### src/rtl/quad_collector_if.sv
// quad_collector_if: byte-in / quad-out handshake bundle for quad_collector.
// The flush signal exists only when QUAD_FLUSH_EN is defined.
interface quad_collector_if #(
  parameter int DATA_W = 8
);
  logic [DATA_W-1:0] in_data;
  logic              in_valid;
  logic              in_ready;
  logic [DATA_W-1:0] a;
  logic [DATA_W-1:0] b;
  logic [DATA_W-1:0] c;
  logic [DATA_W-1:0] d;
  logic              out_valid;
  logic              out_ready;
  logic [2:0]        fill_cnt;
`ifdef QUAD_FLUSH_EN
  logic              flush;
`endif

  // Collector side: consumes the byte stream, produces the quad.
  modport slave (
`ifdef QUAD_FLUSH_EN
    input  flush,
`endif
    input  in_data, in_valid, out_ready,
    output in_ready, a, b, c, d, out_valid, fill_cnt
  );

  // Upstream/downstream side: drives bytes, accepts quads.
  modport master (
`ifdef QUAD_FLUSH_EN
    output flush,
`endif
    output in_data, in_valid, out_ready,
    input  in_ready, a, b, c, d, out_valid, fill_cnt
  );
endinterface

### src/rtl/quad_collector.sv
// quad_collector: gathers a serial byte stream into groups of four and holds
// each group on a..d with out_valid until the downstream minimum stage takes it.
// Optional macro QUAD_FLUSH_EN adds a flush input that pads a partial group
// with PAD_VAL (all-ones, neutral for a minimum) and presents it immediately.
module quad_collector #(
  parameter int                DATA_W  = 8,
  parameter logic [DATA_W-1:0] PAD_VAL = {DATA_W{1'b1}}
) (
  input  logic          clk,
  input  logic          rst,
  quad_collector_if.slave bus
);

  typedef enum logic {
    S_FILL = 1'b0,
    S_FULL = 1'b1
  } state_t;

  state_t            r_state;
  state_t            w_state_nxt;
  logic [1:0]        r_cnt;
  logic [1:0]        w_cnt_nxt;
  logic [DATA_W-1:0] r_slot [4];

  logic              w_in_fire;
  logic              w_out_fire;
  logic              w_wr_en;
  logic [1:0]        w_wr_idx;
  logic [3:0]        w_pad_mask;
`ifdef QUAD_FLUSH_EN
  logic [2:0]        w_filled;
`endif

  assign bus.out_valid = (r_state == S_FULL);
  assign bus.in_ready  = ~bus.out_valid | bus.out_ready;
  assign bus.fill_cnt  = (r_state == S_FULL) ? 3'd4 : {1'b0, r_cnt};
  assign bus.a         = r_slot[0];
  assign bus.b         = r_slot[1];
  assign bus.c         = r_slot[2];
  assign bus.d         = r_slot[3];

  assign w_in_fire  = bus.in_valid & bus.in_ready;
  assign w_out_fire = bus.out_valid & bus.out_ready;

  // Next state, next fill count, and which slot gets written or padded.
  always_comb begin
    // NOTE: every output of this block gets a default first so no path can
    // leave one unassigned and infer a latch.
    w_state_nxt = r_state;
    w_cnt_nxt   = r_cnt;
    w_wr_en     = 1'b0;
    w_wr_idx    = r_cnt;
    w_pad_mask  = 4'b0000;
`ifdef QUAD_FLUSH_EN
    // Bytes held after this edge, counting a byte arriving on it.
    w_filled    = {1'b0, r_cnt} + {2'b00, w_in_fire};
`endif
    unique case (r_state)
      S_FILL: begin
        if (w_in_fire) begin
          w_wr_en   = 1'b1;
          w_cnt_nxt = r_cnt + 2'd1;  // wraps to 0 as the 4th byte lands
          if (r_cnt == 2'd3) w_state_nxt = S_FULL;
        end
`ifdef QUAD_FLUSH_EN
        // Store the concurrent byte first, then pad whatever is left; a byte
        // that completes the group leaves nothing to pad.
        if (bus.flush && (w_filled != 3'd0) && (w_filled != 3'd4)) begin
          w_state_nxt = S_FULL;
          w_cnt_nxt   = 2'd0;
          for (int i = 0; i < 4; i++) begin
            w_pad_mask[i] = (3'(i) >= w_filled);
          end
        end
`endif
      end
      S_FULL: begin
        // An input transfer in FULL implies out_ready, so it coincides with
        // the output transfer and starts the next group in slot a.
        if (w_out_fire) begin
          w_state_nxt = S_FILL;
          if (w_in_fire) begin
            w_wr_en   = 1'b1;
            w_wr_idx  = 2'd0;
            w_cnt_nxt = 2'd1;
          end
        end
      end
    endcase
  end

  // State and fill-count register; reset drops any partial or held group.
  always_ff @(posedge clk or posedge rst) begin
    // NOTE: sequential state uses non-blocking assignments so every register
    // samples pre-edge values regardless of block ordering.
    if (rst) begin
      r_state <= S_FILL;
      r_cnt   <= 2'd0;
    end else begin
      r_state <= w_state_nxt;
      r_cnt   <= w_cnt_nxt;
    end
  end

  // Slot storage: write the accepted byte or load padding into open slots.
  always_ff @(posedge clk or posedge rst) begin
    // NOTE: the slot array is reset on purpose because a..d must read zero
    // under reset; pure storage arrays are otherwise best left unreset.
    if (rst) begin
      for (int i = 0; i < 4; i++) r_slot[i] <= '0;
    end else begin
      for (int i = 0; i < 4; i++) begin
        if (w_wr_en && (w_wr_idx == 2'(i))) r_slot[i] <= bus.in_data;
        else if (w_pad_mask[i])              r_slot[i] <= PAD_VAL;
      end
    end
  end

endmodule
### src/flat_wrapper.sv
// flat-port wrapper written by rule: the top's interface ports become plain ports
module quad_collector_flat 
#(
  parameter int                DATA_W  = 8,
  parameter logic [DATA_W-1:0] PAD_VAL = {DATA_W{1'b1}}
)
  (clk, rst, bus_in_data, bus_in_valid, bus_out_ready, bus_in_ready, bus_a, bus_b, bus_c, bus_d, bus_out_valid, bus_fill_cnt);
  quad_collector_if #(.DATA_W(DATA_W)) bus_i ();
  input  logic clk;
  input  logic rst;
  input wire logic [$bits(bus_i.in_data)-1:0] bus_in_data;
  input wire logic [$bits(bus_i.in_valid)-1:0] bus_in_valid;
  input wire logic [$bits(bus_i.out_ready)-1:0] bus_out_ready;
  output wire logic [$bits(bus_i.in_ready)-1:0] bus_in_ready;
  output wire logic [$bits(bus_i.a)-1:0] bus_a;
  output wire logic [$bits(bus_i.b)-1:0] bus_b;
  output wire logic [$bits(bus_i.c)-1:0] bus_c;
  output wire logic [$bits(bus_i.d)-1:0] bus_d;
  output wire logic [$bits(bus_i.out_valid)-1:0] bus_out_valid;
  output wire logic [$bits(bus_i.fill_cnt)-1:0] bus_fill_cnt;
  assign bus_i.in_data = bus_in_data;
  assign bus_i.in_valid = bus_in_valid;
  assign bus_i.out_ready = bus_out_ready;
  assign bus_in_ready = bus_i.in_ready;
  assign bus_a = bus_i.a;
  assign bus_b = bus_i.b;
  assign bus_c = bus_i.c;
  assign bus_d = bus_i.d;
  assign bus_out_valid = bus_i.out_valid;
  assign bus_fill_cnt = bus_i.fill_cnt;
  quad_collector #(.DATA_W(DATA_W), .PAD_VAL(PAD_VAL)) u_core (.clk(clk), .rst(rst), .bus(bus_i));
endmodule
### config.mk
export PLATFORM = sky130hd
export DESIGN_NAME = quad_collector_flat
export DESIGN_NICKNAME = d
export VERILOG_FILES = /design/src/rtl/quad_collector_if.sv /design/src/rtl/quad_collector.sv /design/src/flat_wrapper.sv
export SDC_FILE = /design/constraint.sdc
export NUM_CORES = 1
export LEC_CHECK = 0
export ABC_AREA = 1
export ABC_CLOCK_PERIOD_IN_PS = 1400
export BUFFER_PORTS_ARGS = -buffer_cell sky130_fd_sc_hd__buf_2
export CELL_PAD_IN_SITES_DETAIL_PLACEMENT = 1
export CELL_PAD_IN_SITES_GLOBAL_PLACEMENT = 1
export CORE_AREA = 3 3 69 71
export DETAILED_ROUTE_END_ITERATION = 6
export DIE_AREA = 0 0 72 74
export GPL_ROUTABILITY_DRIVEN = 0
export MAX_ROUTING_LAYER = met4
export PLACE_DENSITY_LB_ADDON = 0.15
export SLEW_MARGIN = 5
export SYNTH_ARGS = -nofsm -noshare
export SYNTH_HDL_FRONTEND = slang
export SYNTH_SLANG_ARGS = --single-unit
### constraint.sdc
create_clock -name clk -period 1.4 [get_ports clk]
set_input_delay 0 -clock clk [delete_from_list [all_inputs] [get_ports clk]]
set_output_delay 0 -clock clk [all_outputs]
set_load 0.01 [all_outputs]
==> run summary, run 1 <==
Post-Route Skew: 3.952 ps
Worst Path Buf+Inv: 2
slowest cell on the critical path: dfrtp_1
Worst-Margin Slew: 460.0 ps
vias: 1345
drt via density: 4.856
RSZ-0062 raised after global routing: no
Async SR Flop Fraction: 100.0%
Flop pwr share: 38.1%
outcome: completed
antenna violations before repair: 0
Worst-path clk slew: 70 ps
CP most frequent cell: nand2_1
vias in the first global route: 1363
Internal Pwr Total: 2.702 mW
most frequent cells after synthesis: 68 x nand2_1, 35 x dfrtp_1, 26 x nand3_1, 9 x o21ai_0, 5 x inv_1
synthesized area: 1509 µm²
Clock Tree Buf Depth: 2
die area: 5328 µm²
Initial Util: 35.14%
Peak Freq: 0.7764 GHz
layout cells sized above 1: 34.67%
first-pass GRT wire length: 6865 µm
Port Buf Inserts: 48
HPWL after DPL: 3093 µm
remaining design rule violation count: 0
P_leak: 1.121 nW
Seq/Total Area, Yosys: 58.04%
CP peak stage delay: 410 ps
DR pass1 iterations: 4
EDFF count, synth: 0
Yosys top cell area share: 58.04%
TritonCTS Sinks: 35
pins over their slew limit: 0
Synth cell types: 16
crit-path cells: inv_1, nor2_4, buf_4, nor2_8, nand2_2, nand2_1, nand2_1
Worst Setup Start Kind: register
Hold Fails Final Rpt: 0
post-route minimum period: 1288 ps
Routed Antenna Nets: 0
pin count of the biggest net entering global routing: 36
post-DR wirelength/cell: 15.52 µm
Main synth FF type: dfrtp_1
critical path type: reg2reg
Tot Pwr: 4.612 mW
CTS Buf Count: 5
Rel. slew slack: 69.34%
CORE AREA: 4294 µm²
Clk pwr share: 17.4%
row cnt: 24
Comb pwr share: 44.5%
fin crit share: 92.01%
Worst Setup End Kind: register
crit-path leading delay family: simple AND/OR/NAND/NOR gates
warnings from Yosys: 0
VDD IR-drop max: 0.0007540 V
top post-synthesis cells by area: dfrtp_1 58%, nand2_1 17%, nand3_1 8.6%
diode count: 0
# fillers: 514
final setup vio count: 0
critical path arrival: 1460 ps
Fin Setup TNS: 0 ps
synthesized area per cell: 9.314 µm²
final wirelength: 4298 µm
FF+latch count, synth: 35
largest area contributor in the netlist: dfrtp_1
PD cells: 2338 nW/µm²
CTS tree: done
crit-path max FO: 8
Die X: 72 µm
Sw Pwr: 1.910 mW
All-Layer GR Usage: 17.45%
Initial DRC Count: 92
area grow syn2layout: 30.76%
most frequent cell after synthesis: nand2_1
Ports: 49
Root Driver: clkbuf_8
Worst Hold Class: in2reg
die height: 74 µm
H-tree level count: 2
cells after synthesis: 162
Worst Path Required: 1570 ps
max cap viols: 0
grt total ovfl: 0
Synthesized Nets: 175
clk_lat worst skew: 280 ps
Net count, final: 237
Sw Share: 41.42%
area by class of cell:
| class | count | area, µm² | share of cell area (%) |
|---|---|---|---|
| repair buffers | 58 | 320.3 | 16.23 |
| multi-input cells | 117 | 579.3 | 29.36 |
| inverters | 7 | 31.28 | 1.585 |
| well taps | 52 | 65.06 | 3.297 |
| clock buffers | 8 | 100.1 | 5.073 |
| flip-flops and latches | 35 | 877.1 | 44.45 |
metrics by stage:
stage	cells	setup WS, ps	hold WS (ps)	instance area (µm²)	util [%]
floorplan	162	95.74	113.4	1509	-
global placement	262	99.62	116.0	1803	41.99
detailed placement	262	33.47	131.2	1803	41.99
CTS	272	16.98	3.286	1923	44.78
global route	277	14.10	8.592	1973	45.95
finish	277	111.9	3.958	1973	45.95
worst paths after layout:
path                                                   from                              to  slack, ps  cells after the start
worst max-delay path            u_core.r_cnt[1]$_DFFE_PP0P_     u_core.bus.a[0]$_DFFE_PP0P_        110                      7
worst min-delay path                         bus_in_data[4]     u_core.bus.d[4]$_DFFE_PP0P_          4                      3
worst max register to register  u_core.r_cnt[1]$_DFFE_PP0P_     u_core.bus.a[0]$_DFFE_PP0P_        110                      7
worst min register to register  u_core.bus.b[5]$_DFFE_PP0P_     u_core.bus.b[5]$_DFFE_PP0P_        470                      2
max in group asynchronous                               rst  u_core.bus.out_valid$_DFF_PP0_        690                      4
min in group asynchronous                               rst     u_core.bus.a[5]$_DFFE_PP0P_        360                      4
cells by family after synthesis:
group | Yosys count | synth area share (%)
buffers and inverters | 11 | 4.644
DFF | 35 | 58.04
and+or+nand+nor | 106 | 33.50
adders and majority gates | 1 | 0.8291
AOI/OAI and AO/OA | 9 | 2.985
worst register-to-register path: stages, from the launching register on:
cell and delay, ps:
dfrtp_1 410, inv_1 110, nor2_4 60, buf_4 160, nor2_8 150, nand2_2 140
nand2_1 100, nand2_1 60
power groups by stage:
stage	Clock [mW]	Sequential, mW	Combinational (mW)
after floorplan	0	1.96	1.03
after global placement	0	1.74	1.90
after detailed placement	0	1.78	1.98
after CTS	0.827	1.76	1.99
after global routing	0.873	1.82	2.31
final	0.803	1.76	2.05
metal layers:
layer  share of wire [%]  vias to the layer above  track usage [%]
met4                0.84                        0            4.802
met2                  50                       36            28.16
li1                    -                      642                -
met1                  44                      662            21.79
met3                 4.8                        5            4.595
met5                   0                        -                -
placed cells by master (no fill, tap or decap), types with 3 or more instances in the layout:
cell,n
nand2_1,68
buf_2,48
dfrtp_1,34
nand3_1,26
o21ai_0,9
buf_4,8
clkbuf_8,7
inv_1,5
nand2_4,5
nor2_4,3
what timing repair did:
| item | in CTS | in global routing |
|---|---|---|
| endpoints found under the setup margin | 0 | 22 |
| hold endpoints to repair | 36 | 0 |
| setup buffers | 0 | 4 |
| hold buffers | 2 | 0 |
| gates resized for setup | 0 | 3 |
sequential cells by signal, summed over array words and instances, names as in the netlist:
signal	cells
u_core.bus.a	8
u_core.bus.b	8
u_core.bus.c	8
u_core.bus.d	8
u_core.bus.out_valid	1
u_core.r_cnt	2
(Power assumes the default switching activity.)
==> inputs of run 2 (changes only) <==
- ABC_AREA: 1 -> 0
- CORE_AREA: 3 3 69 71 -> 3 3 65 67
- DIE_AREA: 0 0 72 74 -> 0 0 68 70
==> run 2 against run 1 <==
Compared with the run above:
- die area is 11% lower
- design area increased by 6.3%
- sequential power is 6% higher
- via count fell by 28%
- sequential share of layout area down 2.6 points
- worst setup slack worse by 100 ps
- routed wire length down 20%
- hold slack improved by 73 ps
- combinational power is 10% higher
- first-iteration DRC count shrank 54%
- largest cell class unchanged
==> run summary, run 2 <==
Rel. slew slack: 70.25%
top post-synthesis cells by area: dfrtp_1 59%, mux2_4 16%, mux2_2 12%
Fin Setup TNS: 0 ps
RSZ-0062 raised after global routing: yes
diode count: 0
drt via density: 4.688
largest area contributor in the netlist: dfrtp_1
crit-path max FO: 8
# fillers: 374
TritonCTS Sinks: 35
die area: 4760 µm²
pins over their slew limit: 0
HPWL after DPL: 2412 µm
Hold Fails Final Rpt: 0
EDFF count, synth: 0
final wirelength: 3448 µm
layout cells sized above 1: 67.50%
Initial DRC Count: 42
Worst-Margin Slew: 446.2 ps
final core utilization: 56.85%
R2R cell count: 4
fin crit share: 99.43%
VDD IR-drop max: 0.001146 V
reg2reg start: u_core.bus.out_valid$_DFF_PP0_
area grow syn2layout: 42.15%
first-pass GRT wire length: 5568 µm
clk_lat worst skew: 290 ps
Die X: 68 µm
CTS tree: done
hold depth: 3
pin count of the biggest net entering global routing: 36
grt total ovfl: 0
critical path arrival: 1570 ps
Port Buf Inserts: 48
Worst Path Required: 1580 ps
warnings from Yosys: 0
vias in the first global route: 1054
synthesized area per cell: 16.96 µm²
Seq. cell area: 878.3 µm²
commonest non-fill, non-tap cell in the layout: buf_2
post-route minimum period: 1392 ps
P_leak: 1.034 nW
Root Driver: clkbuf_8
remaining design rule violation count: 0
crit-path cells: nor2b_4, and3b_2, buf_12, mux2_4
Tot Pwr: 5.209 mW
CTS Buf Count: 5
PD cells: 2484 nW/µm²
antenna violations before repair: 0
HP Start: bus_in_valid
most frequent cells after synthesis: 35 x dfrtp_1, 16 x mux2_2, 16 x mux2_4, 3 x nand2_1
Synthesized Nets: 100
CORE AREA: 3689 µm²
critical path type: reg2reg
Async SR Flop Fraction: 100.0%
worst setup margin: 7.968 ps
synthesized area: 1475 µm²
Peak Freq: 0.7184 GHz
max cap viols: 0
Initial Util: 39.99%
final setup vio count: 0
outcome: completed
multi-input logic area: 576.8 µm²
Yosys top cell area share: 59.37%
DR pass1 iterations: 3
Synth cell types: 17
Worst Setup Start Kind: register
Routed Antenna Nets: 0
DP Worst Slack: -63.52 ps
die height: 70 µm
Fin Hold WS: 76.66 ps
Net count, final: 172
Worst Setup End Kind: register
row cnt: 22
cells after synthesis: 87
vias: 975
Worst-path clk slew: 70 ps
most frequent cell after synthesis: dfrtp_1
post-DR wirelength/cell: 16.58 µm
Worst Hold Class: in2reg
slowest cell on the critical path: dfrtp_2
Clock Tree Buf Depth: 2
crit path launch: u_core.bus.out_valid$_DFF_PP0_
Main synth FF type: dfrtp_1
H-tree level count: 2
All-Layer GR Usage: 16.66%
Seq/Total Area, Yosys: 59.37%
CP peak stage delay: 460 ps
Ports: 49
FF+latch count, synth: 35
highest-count cells in the layout ignoring fill and taps: 48 x buf_2, 33 x dfrtp_1, 16 x mux2_2, 16 x mux2_4, 9 x dlygate4sd3_1
Post-Route Skew: 8.282 ps
## run 2: cell types whose count changed in the layout (fill, tap and decap cells not counted), moves of 3 or more
cell,change
inv_1,-4
dlygate4sd3_1,+7
o21ai_0,-9
nand2_4,-5
mux2_2,+16
mux2_4,+16
nand3_1,-26
nand2_1,-65
nor2_4,-3
## run 2: where the power goes
part | total [mW] | switching, mW | internal (mW)
clock network | 1.09 | 0.374 | 0.712
logic | 2.26 | 0.947 | 1.31
registers | 1.86 | 0.326 | 1.54
## run 2: stage by stage
| step | instance area, µm² | std cells |
|---|---|---|
| final | 2097 | 208 |
| after global routing | 2097 | 208 |
| after CTS | 2081 | 207 |
| after detailed placement | 1812 | 187 |
| after global placement | 1812 | 187 |
| after floorplan | 1476 | 87 |
## run 2: final timing paths
| path | endpoint | slack (ps) |
|---|---|---|
| min in group asynchronous | u_core.bus.c[7]$_DFFE_PP0P_ | 350 |
| max in group asynchronous | u_core.r_cnt[1]$_DFFE_PP0P_ | 700 |
| setup reg to reg | u_core.bus.c[4]$_DFFE_PP0P_ | 8 |
| hold / removal | u_core.r_cnt[1]$_DFFE_PP0P_ | 80 |
| setup / recovery | u_core.bus.c[4]$_DFFE_PP0P_ | 8 |
| hold reg to reg | u_core.bus.d[0]$_DFFE_PP0P_ | 500 |
## run 2: cell type report
type / instances / area share, %
repair buffers: 68 / 21.24
clock inverters: 2 / 2.864
multi-input cells: 48 / 27.51
well taps: 48 / 2.864
inverters: 1 / 0.1790
clock buffers: 6 / 3.461
flip-flops and latches: 35 / 41.89
## run 2: kinds of logic after synthesis
group           share of synthesized area [%]
fa+ha+maj                              0.8480
mux                                     28.50
buf+inv                                 2.290
simple gates                            6.277
compound gates                          2.714
flops                                   59.37
## run 2: metal layers
layer	GRT usage (%)	part of all wire, %	up-vias
met4	6.623	1.1	0
li1	-	-	450
met2	26.55	54	27
met3	4.984	5.0	3
met5	-	0	-
met1	19.28	40	495
## run 2: timing repair
action,in CTS,in global routing
resized for setup,3,3
hold buffers,9,0
pin swaps,2,0
setup endpoints to repair,24,31
cloned,0,0
setup buffers,3,1
hold endpoints to repair,66,0
## run 2: worst max-delay path, delay by kind of cell (launching register included)
kind | cells | cell delay [ps]
DFF | 1 | 460
muxes | 1 | 300
and+or+nand+nor | 2 | 380
buffers and inverters | 1 | 140
